### src/rtl/objects_draw_pkg.sv
// ============================================================================
// Module : objects_draw_pkg
// Brief  : Shared types and constants for the object draw arbiter.
// Rev    : 1.0 - initial release
// ============================================================================
`default_nettype none

package objects_draw_pkg;

  localparam int DEF_NUM_LAYERS = 4;
  localparam int BG_INDEX       = DEF_NUM_LAYERS;

  typedef logic [7:0] rgb332_t;

  typedef enum logic [1:0] {
    WAIT_FRAME = 2'd0,
    RUN        = 2'd1,
    REPORT     = 2'd2
  } frame_state_t;

endpackage

`default_nettype wire

### src/rtl/objects_draw_arbiter_priority_encoder.sv
// ============================================================================
// Module : priority_encoder_n
// Brief  : Lowest-index-wins encoder; index = N when nothing is requesting.
// Rev    : 1.0 - initial release
// ============================================================================
`default_nettype none

module priority_encoder_n
  import objects_draw_pkg::*;
#(
  parameter int N     = DEF_NUM_LAYERS,
  parameter int IDX_W = $clog2(N + 1)
) (
  input  logic [N-1:0]     i_req,
  output logic             o_found,
  output logic [IDX_W-1:0] o_index
);

  // Walk from the top so the lowest set index is the last one written.
  always_comb begin
    o_found = 1'b0;
    o_index = IDX_W'(N);
    for (int i = N - 1; i >= 0; i--) begin
      if (i_req[i]) begin
        o_found = 1'b1;
        o_index = IDX_W'(i);
      end
    end
  end

endmodule

`default_nettype wire

### src/rtl/objects_draw_arbiter.sv
// ============================================================================
// Module : objects_draw_arbiter
// Brief  : Per-pixel sprite/background arbiter with per-frame collision report.
// Rev    : 1.0 - initial release
// ============================================================================
`default_nettype none

module objects_draw_arbiter
  import objects_draw_pkg::*;
#(
  parameter int                    NUM_LAYERS = DEF_NUM_LAYERS,
  parameter int                    RGB_W      = 8,
  parameter logic [NUM_LAYERS-1:0] DEFAULT_EN = '1,
  localparam int                   c_ACT_W    = $clog2(NUM_LAYERS + 1)
) (
  input  logic                        clk,
  input  logic                        reset,
  input  logic                        startOfFrame,
  input  logic [NUM_LAYERS-1:0]       layerEnable,
  input  logic [NUM_LAYERS-1:0]       layerDrawReq,
  input  logic [NUM_LAYERS*RGB_W-1:0] layerRGB,
  input  logic [RGB_W-1:0]            bgRGB,
  input  logic                        boardersDrawReq,
  output logic [RGB_W-1:0]            RGBOut,
  output logic [c_ACT_W-1:0]          activeLayer,
  output logic [NUM_LAYERS-1:0]       collisionMask,
  output logic                        collisionPulse
);

  frame_state_t          r_state;
  logic [NUM_LAYERS-1:0] r_en_shadow;
  logic [NUM_LAYERS-1:0] r_acc;

  logic [NUM_LAYERS-1:0] w_eff;
  logic                  w_found;
  logic [c_ACT_W-1:0]    w_index;
  logic [RGB_W-1:0]      w_win_rgb;
  logic                  w_multi;
  logic [NUM_LAYERS-1:0] w_hits;

  assign w_eff = layerDrawReq & r_en_shadow;

  priority_encoder_n #(
    .N     (NUM_LAYERS),
    .IDX_W (c_ACT_W)
  ) u_prio (
    .i_req   (w_eff),
    .o_found (w_found),
    .o_index (w_index)
  );

  always_comb begin
    w_win_rgb = bgRGB;
    for (int i = 0; i < NUM_LAYERS; i++) begin
      if (w_found && (w_index == c_ACT_W'(i))) begin
        w_win_rgb = layerRGB[i*RGB_W +: RGB_W];
      end
    end
  end

  // Two or more effective requesters: a bit already seen meets another one.
  always_comb begin
    logic seen;
    seen    = 1'b0;
    w_multi = 1'b0;
    for (int i = 0; i < NUM_LAYERS; i++) begin
      w_multi = w_multi | (seen & w_eff[i]);
      seen    = seen | w_eff[i];
    end
  end

  assign w_hits = (w_multi || boardersDrawReq) ? w_eff : '0;

  always_ff @(posedge clk or posedge reset) begin
    if (reset) begin
      RGBOut         <= '0;
      activeLayer    <= c_ACT_W'(NUM_LAYERS);
      collisionMask  <= '0;
      collisionPulse <= 1'b0;
      r_en_shadow    <= DEFAULT_EN;
      r_acc          <= '0;
      r_state        <= WAIT_FRAME;
    end else begin
      RGBOut         <= w_win_rgb;
      activeLayer    <= w_index;
      collisionPulse <= 1'b0;
      if (startOfFrame) begin
        r_en_shadow <= layerEnable;
      end
      case (r_state)
        WAIT_FRAME: begin
          if (startOfFrame) begin
            r_state <= RUN;
          end
        end
        RUN: begin
          if (startOfFrame) begin
            collisionMask  <= r_acc | w_hits;
            collisionPulse <= |(r_acc | w_hits);
            r_acc          <= '0;
            r_state        <= REPORT;
          end else begin
            r_acc <= r_acc | w_hits;
          end
        end
        REPORT: begin
          // A frame edge here closes a one-pixel frame made of this cycle only.
          if (startOfFrame) begin
            collisionMask  <= w_hits;
            collisionPulse <= |w_hits;
            r_acc          <= '0;
          end else begin
            r_acc   <= w_hits;
            r_state <= RUN;
          end
        end
        default: r_state <= WAIT_FRAME;
      endcase
    end
  end

endmodule

`default_nettype wire

### config.mk
export PLATFORM = sky130hd
export DESIGN_NAME = objects_draw_arbiter
export DESIGN_NICKNAME = d
export VERILOG_FILES = /design/src/rtl/objects_draw_pkg.sv /design/src/rtl/objects_draw_arbiter_priority_encoder.sv /design/src/rtl/objects_draw_arbiter.sv
export SDC_FILE = /design/constraint.sdc
export NUM_CORES = 1
export LEC_CHECK = 0
export CORE_MARGIN = 3
export CORE_UTILIZATION = 40
export DETAILED_ROUTE_END_ITERATION = 6
export GPL_TIMING_DRIVEN = 0
export HOLD_SLACK_MARGIN = 0.05
export PLACE_DENSITY = 0.78
export SYNTH_ARGS = -nofsm -noshare
export SYNTH_HDL_FRONTEND = slang
export SYNTH_SLANG_ARGS = --single-unit
### constraint.sdc
create_clock -name clk -period 1.9 [get_ports clk]
set_input_delay 0.57 -clock clk [delete_from_list [all_inputs] [get_ports clk]]
set_output_delay 0.57 -clock clk [all_outputs]
set_load 0.005 [all_outputs]
Yosys cells after proc, flatten, opt, wreduce, memory -nomap -nowiden --
Index checks and enable logic that the tools add are counted.
Storage, ports and cells: logic and storage cells 63, flip-flop bits (word level) 26
Cells by class: equal/unequal tests 9, bitwise logic cells 9, muxes and demuxes 26, reductions and logical operators 12
Operators with widths (count):
- 2-to-1 mux 8 bit | 4
- 2-to-1 mux 4 bit | 5
- case mux 4 bit (2 select lines) | 2
- 2-to-1 mux 3 bit | 4
- != test 2 bit, second input constant | 4
- OR reduction 4 bit | 2
- == test 3 x 2 -> 1 bit, second input constant | 2
- 2-to-1 mux 1 bit | 6
- 2-to-1 mux 2 bit | 3
- case mux 2 bit (3 select lines) | 1
- AND reduction 3 bit | 2
- AND 4 bit | 1
- logical AND 1 bit | 4
- OR 1 bit | 4
- OR 4 bit | 1
- AND 1 bit | 3
- == test 3 x 1 -> 1 bit, second input constant | 1
- zero test 3 bit | 1
- == test 2 x 1 -> 1 bit, second input constant | 1
- == test 2 bit, second input constant | 1
- zero test 2 bit | 1
- case mux 1 bit (2 select lines) | 1
- nonzero test 2 bit | 1
- logical OR 1 bit | 1

Depth between registers and ports, before layout --
word-level depth 11, mapped depth 6, mapped depth without buffers 6

Cells and area by module --
A second synthesis with hierarchy kept.
Second synthesis, totals: cells, all modules 168, area total of the unflattened synthesis 1562.7 µm²
By module, submodules not included:
- objects_draw_arbiter | instances 1, area an instance 1522.7 µm², sequential area each 656.9 µm², cells each 161
- priority_encoder_n | instances 1, area an instance 40.0 µm², sequential area each 0.0 µm², cells each 7

Worst setup path before layout --
Ideal clock, no wire load.
path type input -> register, start point input port layerDrawReq[1], end point register RGBOut[2], setup time 121 ps, arrival time 1571 ps, slack 208 ps, stages on the path 5, required time 1779 ps, path through buf_2 > a22o_1 > or3_4 > buf_6 > o22a_1
On the way: longest elaborated chain between the ends 9
Ends and longest elaborated chain:
- start: declaration | line objects_draw_arbiter.sv:20 | input logic [NUM_LAYERS-1:0] layerDrawReq,
- AND 4 bit (*) | line objects_draw_arbiter.sv:41 | assign w_eff = layerDrawReq & r_en_shadow;
- 2-to-1 mux 3 bit (2 in series) | line objects_draw_arbiter_priority_encoder.sv:24 | if (i_req[i]) begin
- zero test 3 bit | line objects_draw_arbiter.sv:55 | if (w_found && (w_index == c_ACT_W'(i))) begin
- logical AND 1 bit | line objects_draw_arbiter.sv:55
- 2-to-1 mux 8 bit (3 in series) | line objects_draw_arbiter.sv:55
- 2-to-1 mux 8 bit (*) | line objects_draw_arbiter.sv:55
- named net w_win_rgb[2] | line objects_draw_arbiter.sv:37 | logic [RGB_W-1:0] w_win_rgb;
- end signal: assignment | line objects_draw_arbiter.sv:84 | RGBOut <= w_win_rgb;
- end: declaration | line objects_draw_arbiter.sv:24 | output logic [RGB_W-1:0] RGBOut,
Mark *: on every way through the listed nets, which the timed path passes. The rest lies on a longest branch. A chain may end at the register's enable or synchronous reset.

Final worst setup path --
start point register activeLayer[2], end point output port activeLayer[2]
RTL lines:
- start: declaration | line objects_draw_arbiter.sv:25 | output logic [c_ACT_W-1:0] activeLayer,
- start signal: assignment | line objects_draw_arbiter.sv:77 | activeLayer <= c_ACT_W'(NUM_LAYERS);
- start signal: assignment | line objects_draw_arbiter.sv:85 | activeLayer <= w_index;
No word-level cell between the ends.

==> results.tsv <==
stage	metric	value	unit
status	status	completed	
clock_network	Num CTS Buffers	3	
finish	storage element area	657	um^2
floorplanning	Die Y	66.6	um
finish	# diodes	0	
power	Leakage	0.940	nW
logic_synthesis	Synth cell types	34	
global_routing	initial antenna violation count	0	
place	DP Wirelength	3440	um
route	Pre-antenna DRT Iters	4	
sta	Final Skew	1.38	ps
clock_network	worst skew pair latency	270	ps
logic_synthesis	Async SR Flop Fraction	1.00	
worst_setup_path	Top delay family on crit path	flip-flops	
job	max_cap viols	0	
place	cell count after placement	264	
sta	final worst slack	46.8	ps
sta	Max Slew Vio Count	0	
floorplanning	Die Width	66.6	um
power	clock share of power	0.207	
finish	Filler Cell Count	275	
power	Max IR drop VDD	0.432	mV
worst_setup_path	max incr delay on CP	530	ps
global_routing	Global Route Usage Sum	0.200	
logic_synthesis	Syn Inst Count	153	
floorplanning	Ports	68	
sta	Setup-failing EPs final	0	
sta	RSZ-0062 raised after global routing	no	
hold_path	worst min-delay path class	reg2reg	
worst_setup_path	CP Data Required Time	1330	ps
worst_setup_path	crit path cell chain	clkdlybuf4s50_1	
logic_synthesis	number of synthesized flops with an enable pin	0	
finish	Final nets	281	
global_routing	vias in the first global route	1490	
sta	Worst Hold Slack	501	ps
clock_network	CTS tree	built	
logic_synthesis	sequential fraction of the synthesis area	0.447	
finish	area added between synthesis and finish	55.2	%
place	# port buffers	65	
worst_setup_path	CP max-delay cell	dfstp_2	
place	pre-CTS setup slack	-316	ps
route	final wirelength	4370	um
sta	Slew @ Worst Pin	993	ps
finish	multi-input logic area	751	um^2
sta	TNS Setup	0	ps
place	Placer Congestion	0.890	
clock_network	clock slew at reported path FFs	90	ps
worst_setup_path	critical path class	reg2out	
route	vias post-DR	1507	
floorplanning	core box area	3440	um^2
clock_network	H-tree Lvls	1	
worst_setup_path	CP Data Arrival Time	1280	ps
worst_setup_path	Buf/Inv on CP	1	
route	routed len/inst	16.2	um
clock_network	Clock Sinks	26	
sta	relative slew slack	0.337	
route	starting DRC count in detailed routing	91	
finish	non-filler instance count after layout	270	
sta	fmax	0.540	GHz
route	antenna viol nets, final	0	
clock_network	Root Buffer	clkbuf_8	
finish	share of post-route cells with drive strength above 1	0.121	
floorplanning	cell row count	21	
power	switching share of power	0.316	
clock_network	hold bufs inserted after CTS	0	
global_routing	pin count of the biggest net entering global routing	27	
floorplanning	initial core utilization	0.427	
logic_synthesis	YS warnings	0	
worst_setup_path	critical-path maximum fanout	1	
logic_synthesis	Avg Cell Area, Syn	9.60	um^2
global_routing	total global routing overflow	0	
logic_synthesis	Post-Syn Area	1470	um^2
logic_synthesis	dominant synthesized flop cell	dfrtp_1	
route	Vias/cell	5.58	
power	sequential share of power	0.363	
power	switching power total	0.715	mW
floorplanning	die area	4440	um^2
power	Gate power share	0.429	
sta	Final Critical Period	1850	ps
power	P per Cell Area	993	nW/um^2
clock_network	clock tree buffer depth	2	
worst_setup_path	crit path capture type	output pin	
sta	Tcrit/Tclk final	0.975	
global_routing	first-pass GRT wire length	6840	um
logic_synthesis	Net Count, Synth	209	
power	cell-internal power	1.55	mW
worst_setup_path	CP startpoint kind	register	
logic_synthesis	synthesis-stage register bit count	26	
route	Remaining DRCs	0	
sta	final hold vios	0	
metal layers:
metal  track usage  up-vias  share of wire
met2         0.355       69           0.52
met4        0.0685        0          0.025
li1              -      709              -
met1         0.246      718           0.40
met3        0.0270       11          0.056
met5             0        -              0
per-stage QoR:
stage          power [mW]  area (um^2)   util
2_1_floorplan        1.35         1470      -
3_3_place_gp         1.73         2180  0.632
3_5_place_dp         1.78         2180  0.632
4_1_cts              2.25         2250  0.655
5_1_grt              2.40         2280  0.662
6_report             2.26         2280  0.662
registers in the layout, indices dropped and copies added (netlist names):
name	cells
r_acc	4
r_en_shadow	4
activeLayer	3
collisionMask	4
r_state	2
collisionPulse	1
RGBOut	8
cells in the final DEF (no fill, tap or decap), types with 2 or more instances in the layout:
cell,n
dfstp_2,5
nor3b_1,2
dfrtp_1,21
clkdlybuf4s50_1,64
nand2_1,15
buf_6,2
o221ai_1,4
inv_1,5
nor2_1,10
nor2b_1,4
mux2_2,4
o22a_1,8
ha_1,4
a32oi_1,4
o21ai_0,14
a21bo_2,2
nand3_1,4
o22ai_1,4
and2_1,6
buf_4,2
a22o_1,3
clkbuf_8,3
a31oi_1,2
o41ai_1,2
buf_2,2
clkbuf_1,3
o21a_1,2
a21oi_1,10
power by group through the flow:
| stage | registers [mW] | logic (mW) | clock network (mW) |
|---|---|---|---|
| global placement | 0.820 | 0.908 | 0 |
| floorplan | 0.821 | 0.525 | 0 |
| finish | 0.822 | 0.972 | 0.470 |
| detailed placement | 0.832 | 0.951 | 0 |
| CTS | 0.821 | 0.958 | 0.472 |
| global route | 0.845 | 1.07 | 0.489 |
repair_timing:
item / CTS / global route
pin swaps: 0 / 1
setup endpoints to repair: 1 / 11
resized for setup: 1 / 5
gates cloned: 0 / 0
buffers inserted: 0 / 2
final timing paths:
check | startpoint | to | slack [ps] | cells after the start
max reg2reg | r_state[0] | r_acc[3] | 250 | 6
max in group asynchronous | reset | r_state[1] | 480 | 2
min in group asynchronous | reset | RGBOut[1] | 830 | 2
min reg2reg | collisionMask[2] | collisionMask[2] | 500 | 1
max | activeLayer[2] | activeLayer[2] | 50 | 1
min | collisionMask[2] | collisionMask[2] | 500 | 1
synth_stat cells, drive strengths merged, types with 4 or more instances:
cell     n  area [um^2]
a21oi   10         50.1
o221ai   4         35.0
nor2b    4         25.0
buf      5         37.5
o22a     8         70.1
a32oi    4         35.0
o21ai   14         70.1
nand2   15         56.3
nor2    11         43.8
dfrtp   21          526
dfstp    5          131
mux2     4         45.0
clkbuf   4         15.0
o22ai    4         25.0
nand3    4         20.0
ha       4         50.1
inv      5         18.8
and2     6         37.5
kinds of logic after synthesis:
kind of cell               after synthesis  synth area share
DFF                                     26             0.447
muxes                                    4            0.0307
adders and majority gates                5            0.0409
buffers and inverters                   14            0.0485
AOI/OAI and AO/OA                       59             0.283
and+or+nand+nor                         45             0.150
final cells by class:
| cell class | count | share of cell area |
|---|---|---|
| Inverter | 5 | 0.00823 |
| Clock buffer | 3 | 0.0181 |
| Clock inverter | 1 | 0.0132 |
| Buffer | 9 | 0.0247 |
| Multi-Input combinational cell | 113 | 0.329 |
| Timing Repair Buffer | 67 | 0.293 |
| Tap cell | 46 | 0.0252 |
| Sequential cell | 26 | 0.288 |
No activity file was read; power rests on OpenSTA's default activity.
